===== src/rtl/bcd_pkg.sv =====
// Shared definitions for the packed-BCD serial adder family: digit width,
// digit type, controller states and the nine's-complement helper used for
// subtraction (BCD_SUB_EN builds).
package bcd_pkg;

  localparam int BCD_W   = 4;
  localparam int BCD_MAX = 9;

  typedef logic [BCD_W-1:0] bcd_digit_t;

  localparam bcd_digit_t BCD_NINE = bcd_digit_t'(BCD_MAX);

  typedef enum logic [1:0] {
    IDLE = 2'd0,
    RUN  = 2'd1,
    DONE = 2'd2
  } state_t;

  // Nine's complement of a BCD digit; a non-decimal digit (A..F) maps to
  // another non-decimal digit, so validity checking still works afterwards.
  function automatic bcd_digit_t nines_comp(input bcd_digit_t d);
    return BCD_NINE - d;
  endfunction

endpackage


===== src/rtl/bcd_digit_add.sv =====
// One combinational BCD digit cell: x + y + c with decimal correction.
// Also flags either input digit being outside 0..9.
module bcd_digit_add
  import bcd_pkg::*;
(
  input  bcd_digit_t x_i,
  input  bcd_digit_t y_i,
  input  logic       c_i,
  output bcd_digit_t digit_o,
  output logic       carry_o,
  output logic       invalid_o
);

  logic [4:0] rawSum;
  logic [4:0] adjSum;

  // Binary add, then add 6 to wrap any result above nine back into a decimal digit.
  always_comb begin
    rawSum    = {1'b0, x_i} + {1'b0, y_i} + {4'b0000, c_i};
    adjSum    = rawSum + 5'd6;
    digit_o   = rawSum[3:0];
    carry_o   = 1'b0;
    if (rawSum > 5'd9) begin
      digit_o = adjSum[3:0];
      carry_o = 1'b1;
    end
    invalid_o = (x_i > BCD_NINE) || (y_i > BCD_NINE);
  end

endmodule


===== src/rtl/bcd_serial_adder.sv =====
// Multi-digit packed-BCD adder that walks DPC digits per clock, least
// significant first, with ready/valid handshakes on both sides.
// Optional feature macro: BCD_SUB_EN (enables a - b - cin when sub=1).
module bcd_serial_adder
  import bcd_pkg::*;
#(
  parameter int DIGITS = 8,
  parameter int DPC    = 1
) (
  input  logic                  clk,
  input  logic                  rst,
  input  logic                  in_valid,
  output logic                  in_ready,
  input  logic [4*DIGITS-1:0]   a,
  input  logic [4*DIGITS-1:0]   b,
  input  logic                  cin,
  input  logic                  sub,
  output logic                  out_valid,
  input  logic                  out_ready,
  output logic [4*DIGITS-1:0]   sum,
  output logic                  cout,
  output logic                  err
);

  localparam int SAFE_DPC = (DPC > 0) ? DPC : 1;
  localparam int W        = BCD_W * DIGITS;
  localparam int STEP_W   = BCD_W * SAFE_DPC;
  localparam int CYCLES   = DIGITS / SAFE_DPC;
  localparam int CNT_W    = $clog2(CYCLES + 1);
  localparam logic [CNT_W-1:0] CNT_LAST = CNT_W'(CYCLES);

  generate
    if ((DIGITS < 1) || (DPC < 1) || ((DIGITS % SAFE_DPC) != 0)) begin : g_bad_cfg
      $fatal(1, "bcd_serial_adder: DPC must be >= 1 and divide DIGITS");
    end
  endgenerate

  state_t             state_q, state_d;
  logic [W-1:0]       aShift_q, aShift_d;
  logic [W-1:0]       bShift_q, bShift_d;
  logic [W-1:0]       sum_q, sum_d;
  logic               carry_q, carry_d;
  logic               cout_q, cout_d;
  logic               err_q, err_d;
  logic [CNT_W-1:0]   cnt_q, cnt_d;

  logic [SAFE_DPC:0]     carryChain;
  logic [STEP_W-1:0]     resDigits;
  logic [SAFE_DPC-1:0]   digitInvalid;
  logic [W+STEP_W-1:0]   sumShift;

`ifdef BCD_SUB_EN
  logic sub_q, sub_d;
`else
  logic unusedSub;
  assign unusedSub = sub;
`endif

  assign carryChain[0] = carry_q;
  assign sumShift      = {resDigits, sum_q};

  // Ripple of DPC digit cells working on the low digits of the shift registers.
  generate
    for (genvar j = 0; j < SAFE_DPC; j++) begin : g_cell
      bcd_digit_t xDig;
      bcd_digit_t yDig;
      assign xDig = aShift_q[j*BCD_W +: BCD_W];
`ifdef BCD_SUB_EN
      assign yDig = sub_q ? nines_comp(bShift_q[j*BCD_W +: BCD_W])
                          : bShift_q[j*BCD_W +: BCD_W];
`else
      assign yDig = bShift_q[j*BCD_W +: BCD_W];
`endif
      bcd_digit_add u_cell (
        .x_i       (xDig),
        .y_i       (yDig),
        .c_i       (carryChain[j]),
        .digit_o   (resDigits[j*BCD_W +: BCD_W]),
        .carry_o   (carryChain[j+1]),
        .invalid_o (digitInvalid[j])
      );
    end
  endgenerate

  // Controller next state: one RUN pass per digit group plus a final settle cycle.
  always_comb begin
    state_d = state_q;
    unique case (state_q)
      IDLE:    if (in_valid && in_ready) state_d = RUN;
      RUN:     if (cnt_q == CNT_LAST)    state_d = DONE;
      DONE:    if (out_ready)            state_d = IDLE;
      default: state_d = IDLE;
    endcase
  end

  // Datapath next state: capture on accept, shift digits through the cells while running.
  always_comb begin
    aShift_d = aShift_q;
    bShift_d = bShift_q;
    sum_d    = sum_q;
    carry_d  = carry_q;
    cout_d   = cout_q;
    err_d    = err_q;
    cnt_d    = cnt_q;
`ifdef BCD_SUB_EN
    sub_d    = sub_q;
`endif
    unique case (state_q)
      IDLE: begin
        if (in_valid && in_ready) begin
          aShift_d = a;
          bShift_d = b;
          sum_d    = '0;
          cout_d   = 1'b0;
          err_d    = 1'b0;
          cnt_d    = '0;
`ifdef BCD_SUB_EN
          sub_d    = sub;
          carry_d  = sub ? ~cin : cin;
`else
          carry_d  = cin;
`endif
        end
      end
      RUN: begin
        if (cnt_q == CNT_LAST) begin
          cout_d = carry_q;
        end else begin
          aShift_d = aShift_q >> STEP_W;
          bShift_d = bShift_q >> STEP_W;
          sum_d    = sumShift[W+STEP_W-1:STEP_W];
          carry_d  = carryChain[SAFE_DPC];
          err_d    = err_q | (|digitInvalid);
          cnt_d    = cnt_q + CNT_W'(1);
        end
      end
      default: ;
    endcase
  end

  // State and datapath registers; reset abandons any operation in flight.
  always_ff @(posedge clk or posedge rst) begin
    if (rst) begin
      state_q  <= IDLE;
      aShift_q <= '0;
      bShift_q <= '0;
      sum_q    <= '0;
      carry_q  <= 1'b0;
      cout_q   <= 1'b0;
      err_q    <= 1'b0;
      cnt_q    <= '0;
`ifdef BCD_SUB_EN
      sub_q    <= 1'b0;
`endif
    end else begin
      state_q  <= state_d;
      aShift_q <= aShift_d;
      bShift_q <= bShift_d;
      sum_q    <= sum_d;
      carry_q  <= carry_d;
      cout_q   <= cout_d;
      err_q    <= err_d;
      cnt_q    <= cnt_d;
`ifdef BCD_SUB_EN
      sub_q    <= sub_d;
`endif
    end
  end

  assign in_ready  = (state_q == IDLE) && !rst;
  assign out_valid = (state_q == DONE);
  assign sum       = sum_q;
  assign cout      = cout_q;
  assign err       = err_q;

endmodule

===== config.mk =====
export PLATFORM = sky130hd
export DESIGN_NAME = bcd_serial_adder
export DESIGN_NICKNAME = d
export VERILOG_FILES = /design/src/rtl/bcd_pkg.sv /design/src/rtl/bcd_digit_add.sv /design/src/rtl/bcd_serial_adder.sv
export SDC_FILE = /design/constraint.sdc
export NUM_CORES = 1
export LEC_CHECK = 0
export BUFFER_PORTS_ARGS = -buffer_cell sky130_fd_sc_hd__buf_2
export CAP_MARGIN = 30
export CORE_ASPECT_RATIO = 1.2
export CORE_MARGIN = 3
export CORE_UTILIZATION = 48
export CTS_CLUSTER_SIZE = 20
export DETAILED_ROUTE_END_ITERATION = 16
export PLACE_DENSITY = 0.73
export SYNTH_ARGS = -nofsm -noshare
export SYNTH_HDL_FRONTEND = slang
export SYNTH_SLANG_ARGS = --single-unit

===== constraint.sdc =====
create_clock -name clk -period 2.8 [get_ports clk]
set_input_delay 0.28 -clock clk [delete_from_list [all_inputs] [get_ports clk]]
set_output_delay 0.28 -clock clk [all_outputs]
set_load 0.03 [all_outputs]

==> out/results.ini, run 1 <==
[power_and_ir_drop]
power_density_nw_per_um2 = 1350
ir_drop_mv = 0.620
leakage_uw = 0.00278

[critical_path]
worstSetupPathType = register to register
path_common_cell = fa_2
worstSetupStartpointType = register
cp.required_ns = 3.05
endpoint_kind = register
cp.arrival_ns = 2.99
cp_slowest_cell = fa_2
path_max_fanout = 4
crit_chain = fa_2 -> fa_2 -> inv_2 -> ha_4 -> nor2b_1 -> a31o_2 -> nor3_4 -> mux2i_1 -> nand2_1
slowest_delay_ns = 0.59

[sta]
clock_skew_ns = 0.00974
max_freq_mhz = 365
slew_headroom = 0.604
setup_viol = 0
period_needed_ns = 2.74
slew_violations = 0
hold_violations = 0
finalCritPeriodShare = 0.978
tightest_slew_ns = 0.594

[floorplan]
die_area_sq_um = 10600
num_io_pins = 106
die_y_um = 112
std_cell_rows = 38
core-area_sq_um = 9080
fp.dieW_um = 94.5
start_util = 0.496

[route]
wirelength_mm = 9.99
drtAntennaViolNets = 0
drt_first_iter_violations = 225
met3WireLength_um = 631
routed.top_layer = met4
wl_per_cell_um = 15.4
vias_per_cell = 5.47
dr_total_vias = 3546
drcViolationCount = 0
met2_length_mm = 4.82
m1WireLength_mm = 4.34
first_pass_iters = 4

[placed_design]
hpwl_mm = 6.80
placed_cell_area_sq_um = 5080
finalWeightedCongestion = 0.804
port_buffers = 104
placed_cells = 629

[yosys]
yosysWarnings = 0
async_flop_share = 1.00
yosys-top-cells-area = dfrtp_1, nand2_1, a22oi_1, a22o_1, a31oi_1
post_synth_instance_area_sq_um = 4510
syn_area_per_cell_sq_um = 10.6
synth_ff_type = dfrtp_1
synth-edff-count = 0
synth_seq_cells = 105
synthCells = 426
yosys.area.top_type = dfrtp_1
ys_types = 37
netlist.area_leader.share = 0.583
synth_nets = 504
ys_seq_area_frac = 0.583

[clocking]
cts.sinks = 105
path_clk_slew_ns = 0.10
tritoncts = built
cts_buffers = 9
clock_latency_ns = 0.36
clock_path_buffers = 2
h-tree-depth = 3
clock-root-buffer = clkbuf_8

[global_routing]
grt_pass1_wl_mm = 16.5
track_usage = 0.196
overflow = 0
grt_start_max_net_pins = 47
antenna_found_initial = 0
grt_pass1_vias = 3391

[final_layout]
fillers = 777
areaGrowthSynthToFinish_pct = 18.9
stdcell_area_sq_um = 5360
antennaDiodeCount = 0
most-common-layout-cells = nand2_1, dfrtp_1, buf_2
final_common_cell = nand2_1
drive_gt1_frac = 0.275
layoutNonFillerInstCount = 648
nets = 601
fin_util = 0.590

[run_status]
status = completed

[worst_hold_path]
hold_path_class = primary input to register

[job]
max_cap_violations = 0

==> sequential cells by signal, indices dropped and copies added (netlist names) <==
signal	count
sum	32
carry_q	1
err	1
state_q	2
bShift_q	32
cout	1
aShift_q	32
cnt_q	4
==> routing by layer <==
layer,GRT usage,vias to the layer above
li1,-,1681
met1,0.276,1734
met2,0.297,113
met3,0.0409,18
met4,0.0789,0
met5,0,-
==> cell type report <==
cell class                 count  area [sq um]  share of cell area
tap                          120           150              0.0280
clock buffer                  11           141              0.0264
inverter                       7          30.0             0.00560
multi-input combinational    285          1710               0.320
timing repair buffer         115           643               0.120
sequential                   105          2630               0.490
clock inverter                 5          55.1              0.0103
==> synth_stat cells, types with 3 or more instances <==
library cell and n:
buf_4 5, ha_1 6, o21ai_0 6, a22o_1 37, a22oi_1 44, buf_6 5, nand2b_1 3, a31oi_1 12
buf_2 15, dfrtp_1 105, a21oi_1 5, nand2_1 124, nor2_1 18, inv_1 6, clkbuf_1 4
==> report_power, final <==
| group | internal (uW) | total, uW | switching [uW] | leakage, uW |
|---|---|---|---|---|
| clock | 436 | 941 | 505 | 0.0000953 |
| combinational | 1440 | 3690 | 2250 | 0.00134 |
| sequential | 2180 | 2600 | 425 | 0.00135 |
==> cell families after synthesis <==
logic type | after synthesis | share of synthesized area
buf+inv | 36 | 0.0466
simple gates | 161 | 0.149
xor+xnor | 3 | 0.00583
mux | 1 | 0.00222
flops | 105 | 0.583
fa+ha+maj | 8 | 0.0255
compound gates | 112 | 0.187
==> worst max-delay path: cells and delay by family, from the launching register on <==
kind                       cells  cell delay [ns]
adders and majority gates      3             1.18
buffers and inverters          1             0.06
and+or+nand+nor                3             0.45
DFF                            1             0.42
muxes                          1             0.28
AOI/OAI and AO/OA              1             0.24
==> repair_timing <==
action / 4_1_cts / 5_1_grt
resized for setup: 1 / 9
endpoints found under the setup margin: 1 / 4
setup buffers: 0 / 1
endpoints found under the hold margin: 0 / 5
pin swaps: 0 / 4
hold buffers: 0 / 1
==> stage by stage <==
step                worst slack (ns)  hold WS [ns]  power [uW]  TNS (ns)
finish                        0.0612         0.132        7230         0
CTS                           0.0367         0.111        7010         0
global route                 -0.0418         0.111        7800   -0.0418
detailed placement           0.00466         0.463        6030         0
global placement               0.111         0.458        5870         0
floorplan                      0.210         0.408        5280         0
==> worst paths after layout <==
| kind | startpoint | endpoint | slack (ns) | depth (start not counted) |
|---|---|---|---|---|
| worst max-delay path | carry_q | sum[29] | 0.06 | 9 |
| worst min-delay path | b[25] | bShift_q[25] | 0.13 | 3 |
| worst max register to register | carry_q | sum[29] | 0.06 | 9 |
| worst min register to register | aShift_q[5] | aShift_q[5] | 0.48 | 2 |
| max in group asynchronous | rst | bShift_q[8] | 1.67 | 5 |
| min in group asynchronous | rst | sum[7] | 0.39 | 3 |
Note: power is estimated with default switching activity, not from simulation.
==> run 2, diff against run 1 <==
--- a/config.mk
+++ b/config.mk
@@ -9,10 +9,10 @@
 export CAP_MARGIN = 30
 export CORE_ASPECT_RATIO = 1.2
 export CORE_MARGIN = 3
-export CORE_UTILIZATION = 48
+export CORE_UTILIZATION = 40
 export CTS_CLUSTER_SIZE = 20
 export DETAILED_ROUTE_END_ITERATION = 16
-export PLACE_DENSITY = 0.73
+export PLACE_DENSITY = 0.63
 export SYNTH_ARGS = -nofsm -noshare
 export SYNTH_HDL_FRONTEND = slang
 export SYNTH_SLANG_ARGS = --single-unit
==> out/results.ini, run 2 (synthesized netlist as in run 1, its figures left out) <==
[clocking]
path_clk_slew_ns = 0.06  ; was 0.10 ns
clock-root-buffer = clkbuf_16  ; was clkbuf_8
clock_path_buffers = 2  ; unchanged
tritoncts = built  ; unchanged
cts.sinks = 105  ; unchanged
cts_buffers = 9  ; unchanged
clock_latency_ns = 0.33  ; was 0.36 ns
cts_setup_buffers = 0  ; unchanged
h-tree-depth = 3  ; unchanged

[global_routing]
grt_pass1_vias = 3300  ; was 3,391
antenna_found_initial = 0  ; unchanged
grt_pass1_wl_mm = 16.4  ; was 16.5 mm
overflow = 0  ; unchanged
grt_start_max_net_pins = 79  ; was 47
track_usage = 0.165  ; was 0.196

[placed_design]
placed_cell_area_sq_um = 5060  ; was 5080 sq um
placed_cells = 635  ; was 629
place_ws_ns = 0.0414  ; was 0.00466 ns
finalWeightedCongestion = 0.761  ; was 0.804
port_buffers = 104  ; unchanged
hpwl_mm = 6.69  ; was 6.80 mm

[final_layout]
most-common-layout-cells = nand2_1, dfrtp_1, buf_2  ; unchanged
areaGrowthSynthToFinish_pct = 19.8  ; was 18.9%
drive_gt1_frac = 0.263  ; was 0.275
final_common_cell = nand2_1  ; unchanged
layoutNonFillerInstCount = 650  ; was 648
fillers = 1011  ; was 777
nets = 595  ; was 601
stdcell_area_sq_um = 5400  ; was 5360 sq um
fin_util = 0.501  ; was 0.590
antennaDiodeCount = 0  ; unchanged

[floorplan]
core-area_sq_um = 10800  ; was 9080 sq um
num_io_pins = 106  ; unchanged
fp.dieW_um = 103  ; was 94.5 um
die_y_um = 122  ; was 112 um
die_area_sq_um = 12600  ; was 10,600 sq um
start_util = 0.418  ; was 0.496
std_cell_rows = 41  ; was 38

[critical_path]
endpoint_kind = register  ; unchanged
path_max_fanout = 4  ; unchanged
reg2reg_to = sum[30]  ; was sum[29]
reg2reg_slack_ns = 0.11  ; was 0.06 ns
crit_chain = fa_2 -> fa_2 -> inv_1 -> ha_1 -> nor2b_1 -> a31o_2 -> nor3_4 -> nor3_1 -> a221o_1  ; was fa_2 -> fa_2 -> inv_2 -> ha_4 -> nor2b_1 -> a31o_2 -> nor3_4 -> mux2i_1 -> nand2_1
worstSetupStartpointType = register  ; unchanged
path_common_cell = fa_2  ; unchanged
slowest_delay_ns = 0.57  ; was 0.59 ns
r2r_start = aShift_q[0]  ; was carry_q
cp.required_ns = 3.01  ; was 3.05 ns
worstSetupPathType = register to register  ; unchanged
cp_slowest_cell = fa_2  ; unchanged
rr_worst_depth = 9  ; unchanged
cp.arrival_ns = 2.91  ; was 2.99 ns

[sta]
hold_violations = 0  ; unchanged
finalCritPeriodShare = 0.962  ; was 0.978
period_needed_ns = 2.69  ; was 2.74 ns
worst_hold_slack_ns = 0.0627  ; was 0.132 ns
final.setup.worst_slack_ns = 0.106  ; was 0.0612 ns
max_freq_mhz = 371  ; was 365 MHz
clock_skew_ns = 0.00482  ; was 0.00974 ns
tightest_slew_ns = 0.872  ; was 0.594 ns
slew_violations = 0  ; unchanged
slew_headroom = 0.418  ; was 0.604
setup_viol = 0  ; unchanged

[run_status]
status = completed  ; unchanged

[job]
max_cap_violations = 0  ; unchanged

[route]
first_pass_iters = 4  ; unchanged
wirelength_mm = 10.1  ; was 9.99 mm
vias_per_cell = 5.38  ; was 5.47
drt_first_iter_violations = 187  ; was 225
wl_per_cell_um = 15.6  ; was 15.4 um
drcViolationCount = 0  ; unchanged
drtAntennaViolNets = 0  ; unchanged
dr_total_vias = 3500  ; was 3,546

[power_and_ir_drop]
power_density_nw_per_um2 = 1360  ; was 1350 nW/um^2
ir_drop_mv = 0.524  ; was 0.620 mV
leakage_uw = 0.00281  ; was 0.00278 uW

[worst_hold_path]
hold_path_class = primary input to asynchronous set/reset pin  ; was primary input to register

[run 2: layout make-up]
type | instances | area, sq um | share of cell area
flip-flops and latches | 105 | 2630 | 0.487
multi-input cells | 285 | 1700 | 0.314
repair buffers | 109 | 571 | 0.106
clock buffers | 13 | 280 | 0.0519
well taps | 129 | 161 | 0.0299
clock inverters | 2 | 35.0 | 0.00649
inverters | 7 | 30.0 | 0.00556
[run 2: worst max-delay path, delay by kind of cell (launching register included)]
| family | cells | cell delay [ns] |
|---|---|---|
| compound gates | 2 | 0.51 |
| fa+ha+maj | 3 | 1.20 |
| buf+inv | 1 | 0.06 |
| flops | 1 | 0.40 |
| simple gates | 3 | 0.42 |
[run 2: where the power goes]
group	leakage, uW	switching [uW]	internal (uW)
clock	0.000158	512	784
sequential	0.00135	431	2180
combinational	0.00130	2150	1300
total	0.00281	3090	4270
[run 2: how the worst max path moves through the flow]
stage	from	to	slack, ns	depth (start not counted)
2_1_floorplan	aShift_q[0]	sum[30]	0.21	9
3_5_place_dp	aShift_q[0]	sum[30]	0.04	9
6_report	aShift_q[0]	sum[30]	0.11	9
4_1_cts	aShift_q[0]	sum[30]	0.03	9
3_3_place_gp	aShift_q[0]	sum[31]	0.09	9
5_1_grt	aShift_q[0]	sum[31]	-0.01	9
[run 2: stage by stage]
step | power, uW | TNS, ns
finish | 7360 | 0
global route | 7970 | -0.0202
CTS | 7310 | 0
detailed placement | 5980 | 0
global placement | 5860 | 0
floorplan | 5280 | 0
[run 2: what timing repair did]
action	CTS	global route
gates resized for setup	0	6
endpoints found under the setup margin	0	4
hold buffers	0	0
[run 2: metal layers]
| layer | wire, um | track usage |
|---|---|---|
| met4 | 126 | 0.0534 |
| met2 | 4920 | 0.256 |
| met3 | 502 | 0.0330 |
| met5 | 0 | 0 |
| met1 | 4570 | 0.231 |
